$ cat config.mk
export PLATFORM = sky130hd
export DESIGN_NAME = mem_arbiter
export DESIGN_NICKNAME = d
export VERILOG_FILES = /design/src/rtl/mem_arb_pkg.sv /design/src/rtl/mem_arb_pick.sv /design/src/rtl/mem_arbiter.sv
export SDC_FILE = /design/constraint.sdc
export NUM_CORES = 1
export LEC_CHECK = 0
export CAP_MARGIN = 30
export CORE_MARGIN = 1.5
export CORE_UTILIZATION = 46
export DETAILED_ROUTE_END_ITERATION = 8
export PLACE_DENSITY = 0.86
export SYNTH_ARGS = -nofsm -noshare
export SYNTH_HDL_FRONTEND = slang
export SYNTH_HIERARCHICAL = 1
export SYNTH_SLANG_ARGS = --single-unit
$ cat constraint.sdc
create_clock -name clk -period 8.4 [get_ports clk]
set_input_delay 0.84 -clock clk [delete_from_list [all_inputs] [get_ports clk]]
set_output_delay 0.84 -clock clk [all_outputs]
set_load 0.02 [all_outputs]
$ cat src/rtl/mem_arb_pkg.sv
// Shared types for the two-port memory arbiter.
// State encoding, requester IDs and a grant helper.
package mem_arb_pkg;

  typedef enum logic [1:0] {
    IDLE  = 2'd0,
    ISSUE = 2'd1,
    WAIT  = 2'd2,
    RESP  = 2'd3
  } stateT;

  typedef logic reqIdT;

  localparam reqIdT REQ_IF = 1'b0;
  localparam reqIdT REQ_D  = 1'b1;

  // One-hot grant vector: bit 0 = fetch, bit 1 = data.
  function automatic logic [1:0] oneHot(reqIdT id);
    return (id == REQ_D) ? 2'b10 : 2'b01;
  endfunction

endpackage

$ cat src/rtl/mem_arb_pick.sv
// Winner selection for the arbiter.
// On a tie the side not granted last wins.
module mem_arb_pick
  import mem_arb_pkg::*;
(
  input  logic       ifReq,
  input  logic       dReq,
  input  reqIdT      lastGnt,
  output logic [1:0] gnt
);

  // Combinational one-hot pick.
  always_comb begin
    gnt = 2'b00;
    unique case ({dReq, ifReq})
      2'b11: begin
        if (lastGnt == REQ_D) gnt = oneHot(REQ_IF);
        else                  gnt = oneHot(REQ_D);
      end
      2'b10:   gnt = oneHot(REQ_D);
      2'b01:   gnt = oneHot(REQ_IF);
      default: gnt = 2'b00;
    endcase
  end

endmodule

$ cat src/rtl/mem_arbiter.sv
// Two-port (fetch/data) arbiter onto one memory port.
// MEM_ARB_RR_EN selects round-robin ties instead of data-first.
module mem_arbiter
  import mem_arb_pkg::*;
#(
  parameter int LATENCY = 1,
  parameter int DATA_W  = 32
) (
  input  logic              clk,
  input  logic              rst,
  input  logic              ifReq,
  input  logic [DATA_W-1:0] ifAddr,
  output logic              ifGnt,
  output logic              ifValid,
  output logic [DATA_W-1:0] ifRdata,
  input  logic              dReq,
  input  logic              dWe,
  input  logic [DATA_W-1:0] dAddr,
  input  logic [DATA_W-1:0] dWdata,
  input  logic [3:0]        dBe,
  output logic              dGnt,
  output logic              dValid,
  output logic [DATA_W-1:0] dRdata,
  output logic              memReq,
  output logic              memWe,
  output logic [DATA_W-1:0] memAddr,
  output logic [DATA_W-1:0] memWdata,
  output logic [3:0]        memBe,
  input  logic [DATA_W-1:0] memRdata,
  output logic              busy
);

  stateT             state;
  stateT             nextState;
  logic [3:0]        cnt;
  reqIdT             cur;
  reqIdT             lastGnt;
  logic [1:0]        pick;
  logic              take;
  logic [DATA_W-1:0] addrQ;
  logic [DATA_W-1:0] wdataQ;
  logic              weQ;
  logic [3:0]        beQ;

  mem_arb_pick uPick (
    .ifReq   (ifReq),
    .dReq    (dReq),
    .lastGnt (lastGnt),
    .gnt     (pick)
  );

  assign take = (state == IDLE) && (|pick);

`ifdef MEM_ARB_RR_EN
  reqIdT lastQ;

  // Remember who was granted last; starts as fetch.
  always_ff @(posedge clk or posedge rst) begin
    if (rst)       lastQ <= REQ_IF;
    else if (take) lastQ <= pick[1] ? REQ_D : REQ_IF;
  end

  assign lastGnt = lastQ;
`else
  assign lastGnt = REQ_IF;
`endif

  // State register.
  always_ff @(posedge clk or posedge rst) begin
    if (rst) state <= IDLE;
    else     state <= nextState;
  end

  // Next state and strobes.
  always_comb begin
    nextState = state;
    ifGnt     = 1'b0;
    dGnt      = 1'b0;
    ifValid   = 1'b0;
    dValid    = 1'b0;
    memReq    = 1'b0;
    memWe     = 1'b0;
    memAddr   = '0;
    memWdata  = '0;
    memBe     = 4'h0;
    busy      = (state != IDLE);
    unique case (state)
      IDLE: begin
        ifGnt = ~rst & pick[0];
        dGnt  = ~rst & pick[1];
        if (|pick) nextState = ISSUE;
      end
      ISSUE: begin
        memReq    = 1'b1;
        memWe     = weQ;
        memAddr   = addrQ;
        memWdata  = wdataQ;
        memBe     = beQ;
        nextState = WAIT;
      end
      WAIT: begin
        if (cnt == 4'd1) nextState = RESP;
      end
      RESP: begin
        ifValid   = (cur == REQ_IF);
        dValid    = (cur == REQ_D);
        nextState = IDLE;
      end
      default: nextState = IDLE;
    endcase
  end

  // Capture the winner, count latency, register read data.
  always_ff @(posedge clk or posedge rst) begin
    if (rst) begin
      cur     <= REQ_IF;
      addrQ   <= '0;
      wdataQ  <= '0;
      weQ     <= 1'b0;
      beQ     <= 4'h0;
      cnt     <= 4'd0;
      ifRdata <= '0;
      dRdata  <= '0;
    end else begin
      unique case (state)
        IDLE: begin
          if (pick[1]) begin
            cur    <= REQ_D;
            addrQ  <= dAddr;
            wdataQ <= dWdata;
            weQ    <= dWe;
            beQ    <= dBe;
          end else if (pick[0]) begin
            cur    <= REQ_IF;
            addrQ  <= ifAddr;
            wdataQ <= '0;
            weQ    <= 1'b0;
            beQ    <= 4'hF;
          end
        end
        ISSUE: cnt <= 4'(LATENCY);
        WAIT: begin
          cnt <= cnt - 4'd1;
          if (cnt == 4'd1) begin
            if (cur == REQ_D) dRdata <= weQ ? '0 : memRdata;
            else              ifRdata <= memRdata;
          end
        end
        RESP: cnt <= 4'd0;
        default: cnt <= 4'd0;
      endcase
    end
  end

endmodule

==> reports/metrics.json <==
{
  "run_status": "completed",
  "post_synth_xor_area_fraction_pct": 0,
  "max_clock_freq_mhz": 259,
  "largest_net_degree_at_the_start_of_global_routing": 94,
  "setup_viol": 0,
  "vias_in_the_first_global_route": 5230,
  "worst_path_most_repeated_cell": "sky130_fd_sc_hd__clkdlybuf4s50_1",
  "global_route_wire_length_before_repair_um": 27900,
  "arrival_ns": 3.03,
  "ys_ff_latch": 140,
  "drv_slew": 0,
  "clock_latency_ns": 0.42,
  "timing.max_cap.violations": 0,
  "timing_worst_slew_pin_value_ns": 0.956,
  "core_area_um2": 13800,
  "setup_total_negative_slack_ns": 0,
  "cts_hold_buffers": 0,
  "power_density_nw_per_um2": 380,
  "synth_top_family_by_area": "multiplexers",
  "layout_commonest_cell": "sky130_fd_sc_hd__clkdlybuf4s50_1",
  "finalPower_mw": 3.77,
  "netlist-cell-type-count": 34,
  "cts_num_sinks": 140,
  "min_period_over_period_pct": 46.0,
  "die_width_um": 121,
  "flow.area_growth_from_synthesis_pct": 54.4,
  "synth_area_leader_cell": "sky130_fd_sc_hd__dfrtp_1",
  "die_area_um2": 14700,
  "post-route-worst-setup-slack_ns": 4.53,
  "detailroute.via_count": 5069,
  "power.share.combinational_pct": 47.1,
  "synthSimpleGateAreaFrac_pct": 13.5,
  "path_max_fanout": 36,
  "endpoint_kind": "primary output",
  "worst_path_dominant_cell_family": "buffers and inverters",
  "total_switching_power_mw": 1.33,
  "max-slew-margin-rel_pct": 36.3,
  "drt_pass1_iterations": 5,
  "grt.total_usage_pct": 25.2,
  "drive_gt1_share_pct": 13.9,
  "clock_skew_after_layout_ns": 0.0119,
  "commonest_cells_after_routing_fill_and_taps_aside": "sky130_fd_sc_hd__clkdlybuf4s50_1, sky130_fd_sc_hd__dfrtp_1, sky130_fd_sc_hd__and2_1, sky130_fd_sc_hd__nand2_1, sky130_fd_sc_hd__mux2_2",
  "n_fill_cell": 943,
  "synthMuxAreaShare_pct": 18.1,
  "crit_buf_inv": 3,
  "dominant_cells_by_area_after_synthesis": "sky130_fd_sc_hd__dfrtp_1, sky130_fd_sc_hd__mux2_4, sky130_fd_sc_hd__and2_1",
  "grt.overflow.total": 0,
  "power.internal_mw": 2.43,
  "die_y_um": 121,
  "vdd_drop_max_mv": 0.164,
  "avgSynthCellArea_um2": 12.3,
  "synth_top_area_share_pct": 54.5,
  "leakage_power_summed_over_all_cells_nw": 4.39,
  "route.detailed.vias_per_inst": 5.16,
  "cp-start-kind": "input port",
  "initialDrtViolationCount": 278,
  "unrepaired_setup_endpoints_after_global_routing": "false",
  "timing.critical_path.slowest_cell_delay_ns": 0.63,
  "cts_tree": "yes",
  "cts_buffer_depth": 2,
  "detailedPlace.worstSlack_ns": 4.52,
  "route.final.wire_length_um": 18300,
  "ant_nets": 0,
  "fp-row-count": 43,
  "ios": 276,
  "synthAdderAreaFrac_pct": 1.17,
  "timing_hold_violations_final": 0,
  "synth_cells": 523,
  "critical_path_class": "in2out",
  "initial_utilization_pct": 46.7,
  "cts_htree_levels": 4,
  "cts-buffers-inserted": 17,
  "yosysWarningCount": 6,
  "crit_chain": "clkdlybuf4s50_1 -> a21boi_4 -> buf_4 -> nand2_1 -> nor2_1 -> clkdlybuf4s50_1",
  "finish.net_count": 933,
  "yosysSeqAreaShare_pct": 54.5,
  "power.share.clock_pct": 21.0,
  "num_antenna_cells": 0,
  "sw_frac_of_total_pct": 35.4,
  "hp-class": "reg2reg",
  "grt_antenna_before_repair": 0,
  "detailed_place_hpwl_um": 13000,
  "port_buffers": 275,
  "detail_route.wl_per_cell_um": 18.7,
  "crit_path_top_delay_cell": "sky130_fd_sc_hd__clkdlybuf4s50_1",
  "placer_congestion_estimate": 0.805,
  "worstPathRequired_ns": 7.56,
  "ctsRootBufferMaster": "sky130_fd_sc_hd__clkbuf_16",
  "sequentialPowerShare_pct": 32.0,
  "final_period_minus_worst_setup_slack_ns": 3.87,
  "post_cts_buffers": 0,
  "drt_drc": 0,
  "worst_setup_hold_path_clk_slew_ns": 0.06,
  "synth_compound_gate_area_share_pct": 8.78,
  "post_synth_instance_area_um2": 6430,
  "ctsResizeCount": 0
}
==> worst paths after layout <==
kind                                        from                endpoint  slack (ns)  cells after the start
setup / recovery                            dReq                    dGnt        4.53                      6
max in group asynchronous                    rst   dRdata[6]$_DFFE_PP0P_        6.11                      3
setup reg to reg            state[0]$_DFFE_PP0P_  dRdata[14]$_DFFE_PP0P_        6.26                      6
min in group asynchronous                    rst      beQ[3]$_DFFE_PP0P_        0.90                      2
hold / removal             addrQ[19]$_DFFE_PP0P_   addrQ[19]$_DFFE_PP0P_        0.47                      2
hold reg to reg            addrQ[19]$_DFFE_PP0P_   addrQ[19]$_DFFE_PP0P_        0.47                      2
==> worst min-delay path, cell delays in order, from the launching register on <==
cell and delay [ns]:
sky130_fd_sc_hd__dfrtp_1 0.34, sky130_fd_sc_hd__nand2_1 0.04, sky130_fd_sc_hd__o21ai_0 0.06
==> sequential cells by signal (all words and copies together) (netlist names) <==
name and count:
beQ 4, cur 1, cnt 4, state 2, dRdata 32, wdataQ 32, ifRdata 32, weQ 1
addrQ 32
==> layer usage <==
layer  part of all wire (%)  track usage, %  wire, um  vias up
met5                      0               0         0        -
met4                    1.7            8.53       321        0
li1                       -               -         -     2316
met1                     38            28.5      6890     2489
met2                     52            44.4      9520      241
met3                    8.8            8.69      1620       23
==> metrics by stage <==
stage / util, % / cell area (um2) / cells / hold slack [ns]
3_3_place_gp: 67.3 / 9270 / 950 / 0.454
4_1_cts: 71.9 / 9900 / 982 / 0.476
6_report: 72.0 / 9920 / 983 / 0.473
3_5_place_dp: 67.3 / 9270 / 950 / 0.463
2_1_floorplan: - / 6430 / 524 / 0.442
5_1_grt: 72.0 / 9920 / 983 / 0.500
==> power groups by stage <==
| stage | combinational, mW | clock [mW] | sequential [mW] |
|---|---|---|---|
| final | 1.77 | 0.790 | 1.20 |
| after global routing | 1.89 | 0.832 | 1.24 |
| after CTS | 1.78 | 0.800 | 1.20 |
| after detailed placement | 1.76 | 0 | 1.20 |
| after global placement | 1.71 | 0 | 1.18 |
| after floorplan | 0.863 | 0 | 1.35 |
==> cell usage after synthesis <==
cell / number
sky130_fd_sc_hd__mux2_2: 35
sky130_fd_sc_hd__mux2_4: 30
sky130_fd_sc_hd__or2_1: 1
sky130_fd_sc_hd__nand2_1: 37
sky130_fd_sc_hd__nand4bb_1: 1
sky130_fd_sc_hd__buf_2: 12
sky130_fd_sc_hd__a221oi_1: 1
sky130_fd_sc_hd__or3b_2: 1
sky130_fd_sc_hd__buf_4: 3
sky130_fd_sc_hd__mux2i_1: 32
sky130_fd_sc_hd__o22ai_1: 1
sky130_fd_sc_hd__clkbuf_1: 17
sky130_fd_sc_hd__conb_1: 1
sky130_fd_sc_hd__o21ai_0: 33
sky130_fd_sc_hd__a22oi_1: 1
sky130_fd_sc_hd__nor2_1: 8
sky130_fd_sc_hd__o21ai_2: 1
sky130_fd_sc_hd__buf_6: 1
sky130_fd_sc_hd__or2b_1: 1
sky130_fd_sc_hd__a21boi_0: 1
sky130_fd_sc_hd__a22o_1: 33
sky130_fd_sc_hd__nand3_1: 1
sky130_fd_sc_hd__o311ai_0: 1
sky130_fd_sc_hd__a32o_1: 1
sky130_fd_sc_hd__or3_1: 1
sky130_fd_sc_hd__inv_1: 9
sky130_fd_sc_hd__a21boi_1: 1
sky130_fd_sc_hd__nor2b_1: 33
sky130_fd_sc_hd__buf_12: 3
sky130_fd_sc_hd__dfrtp_1: 140
sky130_fd_sc_hd__o22a_2: 1
sky130_fd_sc_hd__o22a_1: 4
sky130_fd_sc_hd__and2_1: 71
sky130_fd_sc_hd__ha_1: 6
==> cell type report <==
type	count	area, um2	area share, %
Clock buffer	23	498	5.02
Clock inverter	9	133	1.34
Inverter	9	38.8	0.391
Multi-Input combinational cell	339	2700	27.2
Sequential cell	140	3500	35.3
Tap cell	180	225	2.27
Timing Repair Buffer	283	2830	28.5
==> cells by family (layout without fill, tap and decap cells) <==
logic type,Yosys count,count (layout)
buf+inv,45,324
flops,140,140
mux,97,97
other cells,1,2
fa+ha+maj,6,6
compound gates,79,79
simple gates,155,155
Power figures use the tool's default switching activity.
